<file path="src/rtl/sdrd_pkg.sv">
// Shared definitions for the SDRD serial frame capture path.
//   - sdrd_state_e : capture FSM states
//   - QUAL_BA13/12 : address bits that select the serial data port
//   - DEFAULT_SYNC_BYTE : frame start marker, received MSB first
//   - sdrd_port_sel() : decodes a port selection from sser_n/ba13/ba12
package sdrd_pkg;

    typedef enum logic {
        HUNT   = 1'b0,
        LOCKED = 1'b1
    } sdrd_state_e;

    localparam logic QUAL_BA13 = 1'b0;
    localparam logic QUAL_BA12 = 1'b1;

    localparam logic [7:0] DEFAULT_SYNC_BYTE = 8'hA5;

    // True when the access targets the serial data port (read or write).
    function automatic logic sdrd_port_sel(input logic sser_n, input logic ba13,
                                           input logic ba12);
        return ~sser_n & (ba13 == QUAL_BA13) & (ba12 == QUAL_BA12);
    endfunction

endpackage

</file>
<file path="src/rtl/sdrd_byte_fifo.sv">
// Byte FIFO with a push/full write side and a valid/ready read side.
//   clk, rst_n  : clock, asynchronous active-low reset (empties the FIFO)
//   push        : write request for push_data
//   push_data   : byte to store
//   full        : all DEPTH entries occupied
//   push_drop   : push refused this cycle (full with no simultaneous pop)
//   out_valid   : FIFO non-empty
//   out_data    : head entry
//   out_ready   : consumer takes the head when out_valid=1
module sdrd_byte_fifo #(
    parameter int unsigned DEPTH = 4
) (
    input  logic       clk,
    input  logic       rst_n,
    input  logic       push,
    input  logic [7:0] push_data,
    output logic       full,
    output logic       push_drop,
    output logic       out_valid,
    output logic [7:0] out_data,
    input  logic       out_ready
);

    localparam int unsigned AW = (DEPTH > 1) ? $clog2(DEPTH) : 1;

    // Extra MSB on each pointer distinguishes full from empty.
    logic [AW:0]  wr_ptr_q, rd_ptr_q;
    logic [7:0]   mem_q [DEPTH];
    logic         empty;
    logic         pop;
    logic         push_ok;

    assign empty     = (wr_ptr_q == rd_ptr_q);
    assign full      = (wr_ptr_q[AW] != rd_ptr_q[AW]) &&
                       (wr_ptr_q[AW-1:0] == rd_ptr_q[AW-1:0]);
    assign out_valid = ~empty;
    assign out_data  = mem_q[rd_ptr_q[AW-1:0]];
    assign pop       = out_valid & out_ready;
    // A pop in the same cycle frees the slot the push lands in.
    assign push_ok   = push & (~full | pop);
    assign push_drop = push & full & ~pop;

    always_ff @(posedge clk or negedge rst_n) begin
        if (!rst_n) begin
            wr_ptr_q <= '0;
            rd_ptr_q <= '0;
            for (int i = 0; i < int'(DEPTH); i++) begin
                mem_q[i] <= 8'h00;
            end
        end else begin
            if (push_ok) begin
                mem_q[wr_ptr_q[AW-1:0]] <= push_data;
                wr_ptr_q                <= wr_ptr_q + 1'b1;
            end
            if (pop) begin
                rd_ptr_q <= rd_ptr_q + 1'b1;
            end
        end
    end

endmodule

</file>
<file path="src/rtl/sdrd_frame_capture.sv">
// Samples SDRD on each qualified serial-port read, hunts for SYNC_BYTE with a
// sliding 8-bit window, then assembles FRAME_BYTES MSB-first payload bytes into
// an output FIFO.
//   clk, rst_n        : clock, asynchronous active-low reset
//   sser_n, ba13,
//   ba12, br_w        : bus access qualifiers (br_w=1 is a read)
//   acc_stb           : one-cycle sampling point of a bus access
//   sdrd              : serial data bit, valid with acc_stb
//   clr               : clear overflow and force HUNT
//   out_valid/out_data/out_ready : byte stream to the host side
//   locked            : frame capture in progress
//   frame_done        : pulse with the last payload byte of a frame
//   overflow          : sticky, a byte was dropped on a full FIFO
module sdrd_frame_capture
    import sdrd_pkg::*;
#(
    parameter logic [7:0]  SYNC_BYTE   = DEFAULT_SYNC_BYTE,
    parameter int unsigned FRAME_BYTES = 4,
    parameter int unsigned FIFO_DEPTH  = 4
) (
    input  logic       clk,
    input  logic       rst_n,
    input  logic       sser_n,
    input  logic       ba13,
    input  logic       ba12,
    input  logic       br_w,
    input  logic       acc_stb,
    input  logic       sdrd,
    input  logic       clr,
    output logic       out_valid,
    output logic [7:0] out_data,
    input  logic       out_ready,
    output logic       locked,
    output logic       frame_done,
    output logic       overflow
);

    localparam logic [3:0] LAST_BYTE = 4'(FRAME_BYTES - 1);

    sdrd_state_e state_q, state_d;
    logic [7:0]  shift_q, shift_d;
    logic [2:0]  bit_cnt_q, bit_cnt_d;
    logic [3:0]  byte_cnt_q, byte_cnt_d;
    logic        overflow_q, overflow_d;
    logic        frame_done_q, frame_done_d;

    logic        rd_q, wr_q;
    logic [7:0]  shifted;
    logic        push;
    logic        push_drop;
    logic        fifo_full;

    assign rd_q    = acc_stb & sdrd_port_sel(sser_n, ba13, ba12) &  br_w;
    assign wr_q    = acc_stb & sdrd_port_sel(sser_n, ba13, ba12) & ~br_w;
    assign shifted = {shift_q[6:0], sdrd};

    always_comb begin
        state_d      = state_q;
        shift_d      = shift_q;
        bit_cnt_d    = bit_cnt_q;
        byte_cnt_d   = byte_cnt_q;
        frame_done_d = 1'b0;
        push         = 1'b0;

        if (clr || wr_q) begin
            // Resync: any partial byte is discarded, nothing is pushed.
            state_d    = HUNT;
            shift_d    = 8'h00;
            bit_cnt_d  = '0;
            byte_cnt_d = '0;
        end else if (rd_q) begin
            shift_d = shifted;
            unique case (state_q)
                HUNT: begin
                    if (shifted == SYNC_BYTE) begin
                        state_d    = LOCKED;
                        bit_cnt_d  = '0;
                        byte_cnt_d = '0;
                    end
                end
                LOCKED: begin
                    bit_cnt_d = bit_cnt_q + 3'd1;
                    if (bit_cnt_q == 3'd7) begin
                        push = 1'b1;
                        if (byte_cnt_q == LAST_BYTE) begin
                            frame_done_d = 1'b1;
                            state_d      = HUNT;
                            shift_d      = 8'h00;
                            byte_cnt_d   = '0;
                        end else begin
                            byte_cnt_d = byte_cnt_q + 4'd1;
                        end
                    end
                end
                default: state_d = HUNT;
            endcase
        end
    end

    // clr takes priority over a drop in the same cycle.
    always_comb begin
        overflow_d = overflow_q;
        if (clr) begin
            overflow_d = 1'b0;
        end else if (push_drop) begin
            overflow_d = 1'b1;
        end
    end

    always_ff @(posedge clk or negedge rst_n) begin
        if (!rst_n) begin
            state_q      <= HUNT;
            shift_q      <= 8'h00;
            bit_cnt_q    <= '0;
            byte_cnt_q   <= '0;
            overflow_q   <= 1'b0;
            frame_done_q <= 1'b0;
        end else begin
            state_q      <= state_d;
            shift_q      <= shift_d;
            bit_cnt_q    <= bit_cnt_d;
            byte_cnt_q   <= byte_cnt_d;
            overflow_q   <= overflow_d;
            frame_done_q <= frame_done_d;
        end
    end

    sdrd_byte_fifo #(
        .DEPTH (FIFO_DEPTH)
    ) u_fifo (
        .clk       (clk),
        .rst_n     (rst_n),
        .push      (push),
        .push_data (shifted),
        .full      (fifo_full),
        .push_drop (push_drop),
        .out_valid (out_valid),
        .out_data  (out_data),
        .out_ready (out_ready)
    );

    assign locked     = (state_q == LOCKED);
    assign frame_done = frame_done_q;
    assign overflow   = overflow_q;

endmodule
</file>
<file path="config.mk">
export PLATFORM = sky130hd
export DESIGN_NAME = sdrd_frame_capture
export DESIGN_NICKNAME = d
export VERILOG_FILES = /design/src/rtl/sdrd_pkg.sv /design/src/rtl/sdrd_byte_fifo.sv /design/src/rtl/sdrd_frame_capture.sv
export SDC_FILE = /design/constraint.sdc
export NUM_CORES = 1
export LEC_CHECK = 0
export BUFFER_PORTS_ARGS = -buffer_cell sky130_fd_sc_hd__buf_2
export CORE_MARGIN = 5
export CORE_UTILIZATION = 59
export DETAILED_ROUTE_END_ITERATION = 16
export PLACE_DENSITY_LB_ADDON = 0.12
export SYNTH_ARGS = -nofsm -noshare
export SYNTH_HDL_FRONTEND = slang
export SYNTH_SLANG_ARGS = --single-unit
</file>
<file path="constraint.sdc">
create_clock -name clk -period 2.65 [get_ports clk]
set_clock_uncertainty 0.05 [all_clocks]
set_input_delay 0.6625 -clock clk [delete_from_list [all_inputs] [get_ports clk]]
set_output_delay 0.6625 -clock clk [all_outputs]
set_load 0.005 [all_outputs]
</file>
==> run metrics, run 1 <==
RR Endpoint u_fifo.mem_q[18]$_DFFE_PN0P_; WL per Instance 18.5 um; synth warn 0; CTS max path bufs 2; post-synthesis cell type count 36; Post-CTS Hold Buffers 0; ys flop type dfrtp_1; # diodes 0; post-synthesis sequential area ratio 52.6%; post-cts repair resize count 0; Post-Syn Nets 201; RSZ-0062 raised after global routing no; fin crit share 86.8%; First-pass DRT Iterations 4; FP Rows 24; DP HPWL 3520 um; die width 76.6 um; total detailed-routing wirelength 4840 um; largest net degree at the start of global routing 27; register bit total from synthesis 55; dominant delay contributor by cell family on the critical path multiplexers; Max stage delay on crit path 0.57 ns; Max-Cap Viols 0; crit path kind reg2out; ys async rst share 100%; Tmin final 2.30 ns; gr usage total 17.7%; FF-to-FF Start bit_cnt_q[0]$_DFFE_PN0P_; Critical Path Start u_fifo.rd_ptr_q[0]$_DFFE_PN0P_; antenna-violating nets left 0; core area 0.00432 mm2; Starting DRT DRC Count 131; Tightest Pin Transition 0.564 ns; most frequent cells in the layout dfrtp_1 (55), mux2_2 (36), buf_2 (21); H-Tree Depth 2; Worst Path Required 1.94 ns; initial antenna violation count 0; P per Cell Area 558 mW/mm2; clock root buffer clkbuf_8; Setup-failing EPs final 0; Post-layout nets 226; R2R depth 6; gpl congestion 0.784; Slew headroom 62.3%; TritonCTS clock tree yes; Setup Buffers After CTS 0; vias per cell 6.11; DIE AREA 0.00587 mm2; CP Capture Point out_data[4]; share of layout cells above drive strength 1 34.9%; leakage power 1.45 nW; clk_lat worst skew 0.31 ns; FMAX 435 MHz; total CTS buffers 5; DRC viols 0; Vias 1594; CP max FO 11; fin. max-slew vios 0; status finished clean; EDFF count, synth 0; Synth Area per Inst 14.3 um2; Worst EP arrival 1.59 ns; post-synthesis cell count 183; instance count on the critical path 3; Design Power 1.60 mW; CP max stage cell mux4_1; synthesized area 0.00262 mm2; commonest non-fill, non-tap cell in the layout dfrtp_1; GR Overflow Total 0; WP buf/inv 2; first-pass GRT wire length 8280 um; final hold vios 0; number of global-route vias before repair 1625; io pins 22; I/O Buffers 21; HP Class in2async; Initial Util 60.5%; clk sinks 55; crit end category output pin; crit start category register; reg2reg setup slack 0.45 ns; area grow syn2layout 9.51%; Die Y 76.6 um; setup TNS 0 ns; worst path cell trace buf_4 -> mux4_1 -> buf_2; peak supply drop 0.316 mV; clock-pin slew on the worst setup and hold paths 0.10 ns
==> worst min-delay path by stage <==
| stage | startpoint | depth (start not counted) | endpoint |
|---|---|---|---|
| 6_report | rst_n | 1 | shift_q[6]$_DFFE_PN0P_ |
| 5_1_grt | rst_n | 1 | u_fifo.mem_q[27]$_DFFE_PN0P_ |
| 4_1_cts | rst_n | 1 | shift_q[6]$_DFFE_PN0P_ |
| 3_5_place_dp | overflow$_DFFE_PN0P_ | 2 | overflow$_DFFE_PN0P_ |
| 3_3_place_gp | overflow$_DFFE_PN0P_ | 2 | overflow$_DFFE_PN0P_ |
| 2_1_floorplan | rst_n | 0 | bit_cnt_q[0]$_DFFE_PN0P_ |
==> Yosys cell counts (3+ instances only) <==
cell type	number	area share, %
clkbuf_1	3	0.43
nand3_1	4	0.76
a21oi_1	3	0.57
o21ai_0	4	0.76
a22o_1	6	2.0
ha_1	8	3.8
mux2_2	36	15
a21boi_0	4	1.1
xnor2_1	6	2.0
nor2_1	3	0.43
mux4_1	7	7.0
nand2_1	9	1.3
dfrtp_1	55	53
inv_1	3	0.43
==> metal layers <==
metal	global-route usage [%]	wire length, um
met1	23.9	2130
met2	28.0	2430
met3	3.66	200
met4	6.99	76
met5	0	0
==> registers in the layout, indices dropped and copies added (netlist names), 3 cells and up <==
name and flops:
u_fifo.rd_ptr_q 3, byte_cnt_q 4, u_fifo.mem_q 32, bit_cnt_q 3
u_fifo.wr_ptr_q 3, shift_q 7
==> power by group <==
| part | switching (mW) | internal [mW] |
|---|---|---|
| clock | 0.273 | 0.190 |
| combinational | 0.113 | 0.119 |
| sequential | 0.0405 | 0.863 |
| total | 0.426 | 1.17 |
==> per-stage QoR <==
| stage | util [%] | cell area (um2) | hold WS (ns) | cells | setup WS, ns |
|---|---|---|---|---|---|
| 5_1_grt | 66.3 | 2870 | 0.186 | 261 | 0.259 |
| 3_3_place_gp | 64.2 | 2780 | 0.425 | 253 | 0.159 |
| 4_1_cts | 66.3 | 2870 | 0.179 | 261 | 0.336 |
| 6_report | 66.3 | 2870 | 0.173 | 261 | 0.350 |
| 3_5_place_dp | 64.2 | 2780 | 0.426 | 253 | 0.0861 |
| 2_1_floorplan | - | 2620 | 0.317 | 183 | 0.642 |
==> final cells by class <==
class	count	area, um2
Clock buffer	6	72.6
Timing Repair Buffer	25	135
Inverter	3	11.3
Multi-Input combinational cell	118	1190
Fill cell	330	1460
Clock inverter	2	16.3
Tap cell	52	65.1
Sequential cell	55	1380
==> logic make-up (layout without fill, tap and decap cells) <==
family	count (synthesis)	after routing	share of synthesized area, %
AND/OR/NAND/NOR	36	36	9.61
AO/OA/AOI/OAI	23	23	6.31
multiplexers	44	44	23.4
adder cells (fa/ha/maj)	8	8	3.82
buffers and inverters	10	36	1.96
XOR/XNOR	7	7	2.34
flip-flops	55	55	52.6
Note: power is estimated with default switching activity, not from simulation.
==> run 2: changes to the inputs <==
--- a/config.mk
+++ b/config.mk
@@ -8,6 +8,7 @@
 export BUFFER_PORTS_ARGS = -buffer_cell sky130_fd_sc_hd__buf_2
 export CORE_MARGIN = 5
 export CORE_UTILIZATION = 59
+export CTS_BUF_LIST = sky130_fd_sc_hd__clkbuf_16
 export DETAILED_ROUTE_END_ITERATION = 16
 export PLACE_DENSITY_LB_ADDON = 0.12
 export SYNTH_ARGS = -nofsm -noshare
==> run metrics, run 2 (synthesis gave the netlist of run 1 again) <==
status finished clean (unchanged); CTS max path bufs 2 (unchanged); crit end category output pin (unchanged); final hold vios 0 (unchanged); register area 0.00138 mm2 (unchanged); largest registers u_fifo.mem_q: 32 flops, shift_q: 7 flops, byte_cnt_q: 4 flops (unchanged); Tightest Pin Transition 0.563 ns (was 0.564 ns); Starting DRT DRC Count 117 (was 131); FILL cells 321 (was 330); CP max stage cell mux4_1 (unchanged); HP Class in2async (unchanged); CP max FO 11 (unchanged); vias per cell 6.14 (was 6.11); DIE AREA 0.00587 mm2 (unchanged); total CTS buffers 5 (unchanged); I/O Buffers 21 (unchanged); first-pass GRT wire length 8330 um (was 8280 um); Post-CTS Hold Buffers 0 (unchanged); RSZ-0062 raised after global routing no (unchanged); clk_lat worst skew 0.29 ns (was 0.31 ns); clock-pin slew on the worst setup and hold paths 0.07 ns (was 0.10 ns); largest net degree at the start of global routing 27 (unchanged); Vias 1602 (was 1594); Initial Util 60.5% (unchanged); leakage power 1.48 nW (was 1.45 nW); total detailed-routing wirelength 4840 um (about the same); Max stage delay on crit path 0.57 ns (about the same); area of the multi-input gates 0.00119 mm2 (unchanged); dpl cells 253 (unchanged); max reg flops 32 (unchanged); io pins 22 (unchanged); crit start category register (unchanged); area grow syn2layout 11.7% (was 9.51%); Worst Slack Setup Final 0.383 ns (was 0.350 ns); clk sinks 55 (unchanged); worst path cell trace buf_4 -> mux4_1 -> buf_2 (unchanged); Worst Path Required 1.94 ns (about the same); commonest non-fill, non-tap cell in the layout dfrtp_1 (unchanged); FP Rows 24 (unchanged); initial antenna violation count 0 (unchanged); peak supply drop 0.413 mV (was 0.316 mV); GR Overflow Total 0 (unchanged); Post-layout nets 226 (unchanged); fin. max-slew vios 0 (unchanged); Tmin final 2.27 ns (was 2.30 ns); Setup-failing EPs final 0 (unchanged); P per Cell Area 607 mW/mm2 (was 558 mW/mm2); die width 76.6 um (unchanged); register with the most flip-flops u_fifo.mem_q (unchanged); DP HPWL 3520 um (unchanged); number of global-route vias before repair 1630 (was 1625); FMAX 441 MHz (was 435 MHz); clock root buffer clkbuf_16 (was clkbuf_8); post-cts repair resize count 0 (unchanged); Max-Cap Viols 0 (unchanged); gpl congestion 0.784 (unchanged); gr usage total 17.8% (was 17.7%); crit path kind reg2out (unchanged); reg2reg setup slack 0.45 ns (about the same); core area 0.00432 mm2 (unchanged); H-Tree Depth 2 (unchanged); fin crit share 85.6% (was 86.8%); # diodes 0 (unchanged); First-pass DRT Iterations 5 (was 4); worst setup slack after placement 0.0861 ns (unchanged); Setup Buffers After CTS 0 (unchanged); setup TNS 0 ns (unchanged); antenna-violating nets left 0 (unchanged); WL per Instance 18.5 um (about the same); Worst EP arrival 1.55 ns (was 1.59 ns); fin cells 261 (unchanged); Die Y 76.6 um (unchanged); most frequent cells in the layout dfrtp_1 (55), mux2_2 (36), buf_2 (21) (unchanged); DRC viols 0 (unchanged); TritonCTS clock tree yes (unchanged); share of layout cells above drive strength 1 34.9% (unchanged); Slew headroom 62.3% (about the same)
[run 2: final cells by class]
class                      instances  share of cell area, %
clock buffer                       5                   4.28
clock inverter                     3                  0.685
inverter                           3                  0.385
multi-input combinational        118                   40.7
sequential                        55                   47.1
tap                               52                   2.23
timing repair buffer              25                   4.62
[run 2: path summary, 6_finish.rpt]
path | startpoint | end | cells after the start
max | u_fifo.rd_ptr_q[0]$_DFFE_PN0P_ | out_data[2] | 3
min | rst_n | shift_q[6]$_DFFE_PN0P_ | 1
max reg2reg | bit_cnt_q[0]$_DFFE_PN0P_ | u_fifo.mem_q[18]$_DFFE_PN0P_ | 6
min reg2reg | overflow$_DFFE_PN0P_ | overflow$_DFFE_PN0P_ | 2
max in group asynchronous | rst_n | u_fifo.mem_q[8]$_DFFE_PN0P_ | 2
min in group clk | overflow$_DFFE_PN0P_ | overflow$_DFFE_PN0P_ | 2
[run 2: through the flow]
stage | hold WS, ns | util (%) | area [um2] | power (mW)
2_1_floorplan | 0.317 | - | 2620 | 1.10
3_3_place_gp | 0.425 | 64.2 | 2780 | 1.15
3_5_place_dp | 0.426 | 64.2 | 2780 | 1.16
4_1_cts | 0.212 | 67.6 | 2920 | 1.79
5_1_grt | 0.223 | 67.6 | 2920 | 1.87
6_report | 0.200 | 67.6 | 2920 | 1.78
[run 2: where the power goes]
group,switching [mW],internal (mW),total [mW]
combinational,0.113,0.120,0.233
clock,0.288,0.350,0.639
sequential,0.0403,0.864,0.904
total,0.442,1.33,1.78
[run 2: critical path, delay by kind of cell (launching register included)]
kind | cells | cell delay, ns
buffers and inverters | 2 | 0.36
DFF | 1 | 0.33
muxes | 1 | 0.57
[run 2: layer usage]
layer,routed length (um),global-route usage [%],up-vias
li1,-,-,735
met1,2080,24.1,823
met2,2460,28.4,38
met3,248,4.73,6
met4,44,4.90,0
met5,0,0,-
